### src/rtl/id_stage.sv
// Decode stage: register file, hazard scoreboard with replay buffer, and early branch resolution.
// Define ID_BYPASS_EN for write-through register reads and a two-slot (EX/MEM) scoreboard.
module id_stage (
  input  logic        clk,
  input  logic        reset,
  input  logic        delay,
  input  logic [31:0] ins,
  output logic [34:0] IFControl,
  input  logic        wb_we,
  input  logic [3:0]  wb_addr,
  input  logic [31:0] wb_data,
  output logic        ex_valid,
  output logic [3:0]  ex_op,
  output logic [3:0]  ex_rd,
  output logic        ex_we,
  output logic [31:0] ex_a,
  output logic [31:0] ex_b,
  output logic [31:0] ex_imm
);

  localparam logic [3:0] OP_NOP   = 4'h0;
  localparam logic [3:0] OP_ADD   = 4'h1;
  localparam logic [3:0] OP_SUB   = 4'h2;
  localparam logic [3:0] OP_AND   = 4'h3;
  localparam logic [3:0] OP_OR    = 4'h4;
  localparam logic [3:0] OP_ADDI  = 4'h5;
  localparam logic [3:0] OP_LOAD  = 4'h6;
  localparam logic [3:0] OP_STORE = 4'h7;
  localparam logic [3:0] OP_BEQ   = 4'h8;
  localparam logic [3:0] OP_BNE   = 4'h9;
  localparam logic [3:0] OP_JUMP  = 4'hA;

  logic [31:0] rf_q [16];

  logic        replayValid_q, replayValid_d;
  logic [31:0] replayIns_q, replayIns_d;
  logic        kill_q, kill_d;
  logic [3:0]  sbEx_q, sbEx_d;
  logic [3:0]  sbMem_q, sbMem_d;
`ifndef ID_BYPASS_EN
  logic [3:0]  sbWb_q, sbWb_d;
`endif

  logic        exValid_q, exValid_d;
  logic [3:0]  exOp_q, exOp_d;
  logic [3:0]  exRd_q, exRd_d;
  logic        exWe_q, exWe_d;
  logic [31:0] exA_q, exA_d;
  logic [31:0] exB_q, exB_d;
  logic [31:0] exImm_q, exImm_d;

  logic [31:0] active;
  logic [3:0]  op, rd, rs1, rs2;
  logic [15:0] imm;
  logic [31:0] immExt, rs1Val, rs2Val;
  logic        usesRs1, usesRs2, writesRd;
  logic        pend1, pend2, stall, taken;

  // A pending replay wins over fetch; the word after a taken branch is dropped.
  always_comb begin
    active = ins;
    if (replayValid_q) active = replayIns_q;
    else if (kill_q)   active = '0;
  end

  always_comb begin
    op = active[31:28];
    if (op > OP_JUMP) op = OP_NOP;
    rd     = active[27:24];
    rs1    = active[23:20];
    rs2    = active[19:16];
    imm    = active[15:0];
    immExt = {{16{imm[15]}}, imm};
  end

  always_comb begin
    usesRs1  = 1'b0;
    usesRs2  = 1'b0;
    writesRd = 1'b0;
    case (op)
      OP_ADD, OP_SUB, OP_AND, OP_OR: begin
        usesRs1  = 1'b1;
        usesRs2  = 1'b1;
        writesRd = (rd != 4'h0);
      end
      OP_ADDI, OP_LOAD: begin
        usesRs1  = 1'b1;
        writesRd = (rd != 4'h0);
      end
      OP_STORE, OP_BEQ, OP_BNE: begin
        usesRs1 = 1'b1;
        usesRs2 = 1'b1;
      end
      default: ;
    endcase
  end

  always_comb begin
    rs1Val = (rs1 == 4'h0) ? 32'h0 : rf_q[rs1];
    rs2Val = (rs2 == 4'h0) ? 32'h0 : rf_q[rs2];
`ifdef ID_BYPASS_EN
    if (wb_we && rs1 != 4'h0 && wb_addr == rs1) rs1Val = wb_data;
    if (wb_we && rs2 != 4'h0 && wb_addr == rs2) rs2Val = wb_data;
`endif
  end

  // Empty scoreboard slots hold 0, so the non-zero source check also rejects them.
  always_comb begin
    pend1 = (rs1 == sbEx_q) || (rs1 == sbMem_q);
    pend2 = (rs2 == sbEx_q) || (rs2 == sbMem_q);
`ifndef ID_BYPASS_EN
    pend1 = pend1 || (rs1 == sbWb_q);
    pend2 = pend2 || (rs2 == sbWb_q);
`endif
    stall = (usesRs1 && rs1 != 4'h0 && pend1) ||
            (usesRs2 && rs2 != 4'h0 && pend2);
    taken = !stall && ((op == OP_JUMP) ||
                       (op == OP_BEQ && rs1Val == rs2Val) ||
                       (op == OP_BNE && rs1Val != rs2Val));
  end

  always_comb begin
    IFControl = {1'b1, 2'b00, 32'h0};
    if (!reset) begin
      if (stall)      IFControl = '0;
      else if (taken) IFControl = {1'b1, 1'b1, 1'b1, 14'b0, imm, 2'b00};
    end
  end

  always_comb begin
    replayValid_d = stall;
    replayIns_d   = stall ? active : replayIns_q;
    kill_d        = taken;
    sbEx_d        = (!stall && writesRd) ? rd : 4'h0;
    sbMem_d       = sbEx_q;
`ifndef ID_BYPASS_EN
    sbWb_d        = sbMem_q;
`endif
    exValid_d = 1'b0;
    exOp_d    = 4'h0;
    exRd_d    = 4'h0;
    exWe_d    = 1'b0;
    exA_d     = 32'h0;
    exB_d     = 32'h0;
    exImm_d   = 32'h0;
    if (!stall) begin
      exValid_d = (op != OP_NOP);
      exOp_d    = op;
      exRd_d    = rd;
      exWe_d    = writesRd;
      exA_d     = rs1Val;
      exB_d     = rs2Val;
      exImm_d   = immExt;
    end
  end

  always_ff @(posedge clk) begin
    if (reset) begin
      for (int i = 0; i < 16; i++) rf_q[i] <= 32'h0;
    end else if (!delay && wb_we && wb_addr != 4'h0) begin
      rf_q[wb_addr] <= wb_data;
    end
  end

  always_ff @(posedge clk) begin
    if (reset) begin
      replayValid_q <= 1'b0;
      replayIns_q   <= 32'h0;
      kill_q        <= 1'b0;
      sbEx_q        <= 4'h0;
      sbMem_q       <= 4'h0;
`ifndef ID_BYPASS_EN
      sbWb_q        <= 4'h0;
`endif
      exValid_q     <= 1'b0;
      exOp_q        <= 4'h0;
      exRd_q        <= 4'h0;
      exWe_q        <= 1'b0;
      exA_q         <= 32'h0;
      exB_q         <= 32'h0;
      exImm_q       <= 32'h0;
    end else if (!delay) begin
      replayValid_q <= replayValid_d;
      replayIns_q   <= replayIns_d;
      kill_q        <= kill_d;
      sbEx_q        <= sbEx_d;
      sbMem_q       <= sbMem_d;
`ifndef ID_BYPASS_EN
      sbWb_q        <= sbWb_d;
`endif
      exValid_q     <= exValid_d;
      exOp_q        <= exOp_d;
      exRd_q        <= exRd_d;
      exWe_q        <= exWe_d;
      exA_q         <= exA_d;
      exB_q         <= exB_d;
      exImm_q       <= exImm_d;
    end
  end

  assign ex_valid = exValid_q;
  assign ex_op    = exOp_q;
  assign ex_rd    = exRd_q;
  assign ex_we    = exWe_q;
  assign ex_a     = exA_q;
  assign ex_b     = exB_q;
  assign ex_imm   = exImm_q;

endmodule

### config.mk
export PLATFORM = sky130hd
export DESIGN_NAME = id_stage
export DESIGN_NICKNAME = d
export VERILOG_FILES = /design/src/rtl/id_stage.sv
export SDC_FILE = /design/constraint.sdc
export NUM_CORES = 1
export LEC_CHECK = 0
export ABC_AREA = 1
export CORE_UTILIZATION = 45
export CTS_CLUSTER_DIAMETER = 50
export DETAILED_ROUTE_END_ITERATION = 10
export DONT_BUFFER_PORTS = 1
export PLACE_DENSITY_LB_ADDON = 0.05
export SYNTH_ARGS = -nofsm -noshare
export SYNTH_HDL_FRONTEND = slang
export SYNTH_SLANG_ARGS = --single-unit
### constraint.sdc
create_clock -name clk -period 4.8 [get_ports clk]
set_input_delay 0.96 -clock clk [delete_from_list [all_inputs] [get_ports clk]]
set_output_delay 0.96 -clock clk [all_outputs]
set_load 0.03 [all_outputs]
==> run_results.csv <==
group,metric,value,unit
status,run_status,"complete, but fails checks",
status,violations,"negative setup slack",
logic_synthesis,yosysUniqueCellTypes,40,
worst_hold_path,hold_class,"primary input to flop",
floorplanning,design.die.area,76700,µm²
floorplanning,die-width,277,µm
cts,cts_buffers,84,
setup_path,cp_slowest_cell,"dfxtp_4",
cts,cts-root-buf,"clkbuf_16",
grt,antenna_found_initial,15,
sta,post-route-period-util,102,%
detailed_routing,dr_total_vias,33303,
cts,clock_path_buffers,3,
logic_synthesis,post_synth_mux_area_share,0,%
logic_synthesis,synth_top_family_by_area,"simple AND/OR/NAND/NOR gates",
detailed_routing,drt_first_pass_iters,7,
sta,min_period,4.87,ns
setup_path,r2r_slack,0.96,ns
logic_synthesis,ys_seq_area_share,50.4,%
worst_hold_path,worstHoldStart,"reset",
detailed_routing,drc_errors,0,
cts,path_clk_slew,0.05,ns
setup_path,r2r_cells,17,
detailed_routing,avgRoutedWirePerCell,26.4,µm
sta,rsz0062_at_grt,"true",
detailed_routing,routed_via_density,5.86,
grt,grt_first_pass_wirelength,213000,µm
grt,grt_pass1_vias,30426,
setup_path,crit_path_start_kind,"flop",
detailed_routing,antenna_left,0,
worst_hold_path,hold_depth,1,
logic_synthesis,async_flop_share,0,%
sta,worst_slack,-0.0746,ns
logic_synthesis,ys.flop_type,"edfxtp_1",
sta,setup_viol,18,
cells_and_area,drive_gt1_share,16.3,%
setup_path,required,3.84,ns
sta,hold_ws,0.397,ns
sta,worst_slew_pin_slew,0.861,ns
logic_synthesis,synth-edff-count,480,
setup_path,r2r-start,"replayValid_q",
pwr,p_leak,18.2,nW
grt,grt_overflow,0,
setup_path,slowest_delay,0.39,ns
floorplanning,die_h,277,µm
setup_path,path_common_cell,"nand2_1",
logic_synthesis,synth_compound_area_share,4.15,%
place,io_buffers,0,
sta,fin_skew,0.0250,ns
logic_synthesis,avgSynthCellArea,7.50,µm²
cts,clk_latency,0.65,ns
floorplanning,pin_count,213,
worst_hold_path,hold_end,"ex_imm[10]",
place,routabilityCongestion,0.940,
cts,cts_tree,"yes",
setup_path,path_class,"flop to output port",
logic_synthesis,yosysWarnings,0,
cts,cts_max_level,3,
setup_path,path_max_fanout,7,
sta,fmax,0.205,GHz
logic_synthesis,netlist_area,34000,µm²
cts,cts_sinks,616,
place,place_hpwl,88000,µm
place,place_area,36400,µm²
grt,grt.total_usage,38.0,%
cells_and_area,nets,4703,
cells_and_area,final_area,41800,µm²
sta,hold_viol_final,0,
pwr,p_per_area,528,nW/µm²
detailed_routing,wl,150000,µm
floorplanning,start_util,45.6,%
logic_synthesis,synth_xor_area_share,0.541,%
logic_synthesis,syn_inst,4532,
pwr,ir_drop,0.303,mV
detailed_routing,drtIter0Drc,4634,
logic_synthesis,yosys_register_bits,616,
setup_path,worstSetupEndpointType,"output port",
logic_synthesis,synth_fa_ha_area_share,0,%
flow_run,maxCapViolCount,0,
pwr,finalPower,0.0221,W
setup_path,arrival,3.91,ns
floorplanning,design.core.area,74600,µm²
grt,grt_max_degree,121,
sta,max-slew-margin-rel,42.6,%
setup_path,r2r-end,"replayIns_q[20]",
cells_and_area,area_growth,22.8,%
logic_synthesis,synth-simple-area-share,37.6,%
floorplanning,rows,100,
sta,drv_slew,0,
## layout by cell type, fill, tap and decap left out, drive strengths merged, types with 2 or more instances in the layout
master    netlist  final
nor2          736    737
clkbuf        138    104
buf           220    337
nor3           15     15
clkinv          0     28
nand3         729    729
diode           0     10
nor2b           8      8
or2            26     26
inv           193    206
a211oi         20     20
nand4           3      3
edfxtp        480    480
conb            1     16
nand3b          5      5
xnor2           5      5
o21ai          92     92
o211ai          5      5
bufbuf          0      8
xor2           16     16
dfxtp         136    136
a22oi          22     22
a21oi         110    110
o311ai          2      2
nand2        1567   1572
bufinv          0      6
clkinvlp        0      9
## logic make-up after synthesis
kind of cell           Yosys count
AO/OA/AOI/OAI                  254
XOR/XNOR                        21
buffers and inverters          551
flip-flops                     616
other                            1
AND/OR/NAND/NOR               3089
## report_power, final
part	internal, W	switching [W]
Clock	0.00369	0.00262
Sequential	0.00623	0.000678
Combinational	0.00318	0.00567
Total	0.0131	0.00896
## flip-flops by register name, summed over array words and instances, names as in the netlist
register	flops
ex_a	32
ex_b	32
ex_imm	16
ex_op	4
ex_rd	4
ex_valid	1
ex_we	1
kill_q	1
replayIns_q	32
replayValid_q	1
rf_q	480
sbEx_q	4
sbMem_q	4
sbWb_q	4
## layout make-up
type	count	area (µm²)
clock inverters	56	554
repair buffers	350	4390
well taps	969	1210
clock buffers	99	2220
inverters	193	739
flip-flops and latches	616	17100
fillers	6937	32800
diodes	10	25.0
multi-input cells	3386	15500
## worst max path at each step
stage                  start  cells past startpoint       endpoint
2_1_floorplan        ins[16]                     22  IFControl[33]
3_3_place_gp         ins[20]                     22  IFControl[32]
3_5_place_dp         ins[17]                     23   IFControl[7]
4_1_cts        replayValid_q                     23   IFControl[5]
5_1_grt        replayValid_q                     26   IFControl[8]
6_report       replayValid_q                     25   IFControl[8]
## cell usage after synthesis (all sizes together), types with 20 or more instances
cell type  number  share of area [%]
a211oi         20               0.46
a21oi         110                1.6
a22oi          22               0.49
buf           220                3.7
clkbuf        138                1.5
dfxtp         136                8.0
edfxtp        480                 42
inv           193                2.1
nand2        1567                 17
nand3         729                 11
nor2          736                8.4
o21ai          92                1.4
or2            26               0.48
## timing repair
action | in CTS | in global routing
resized for setup | 194 | 144
pin swaps | 34 | 65
setup endpoints to repair | 19 | 18
buffers inserted | 45 | 21
hold buffers | 0 | 0
cloned | 25 | 6
## stage by stage
| step | utilization [%] | std cells | worst slack, ns | setup TNS, ns |
|---|---|---|---|---|
| floorplan | - | 4547 | 0.617 | 0 |
| global placement | 48.8 | 5422 | 0.0771 | 0 |
| detailed placement | 48.8 | 5422 | 0.0451 | 0 |
| CTS | 55.1 | 5647 | -0.0650 | -0.830 |
| global route | 56.0 | 5678 | -0.192 | -3.20 |
| finish | 56.0 | 5679 | -0.0746 | -0.987 |
## critical path, delay by kind of cell, from the launching register on
kind,cells,cell delay [ns]
buf+inv,6,0.94
simple gates,19,1.91
flops,1,0.39
## layer usage
metal  vias to the layer above  track usage (%)  share of wire, %
li1                      14989                -                 -
met1                     15733             53.2                40
met2                      2217             56.1                43
met3                       358             9.21                13
met4                         6             16.2               4.3
met5                         -                0             0.032
Power figures use the tool's default switching activity.
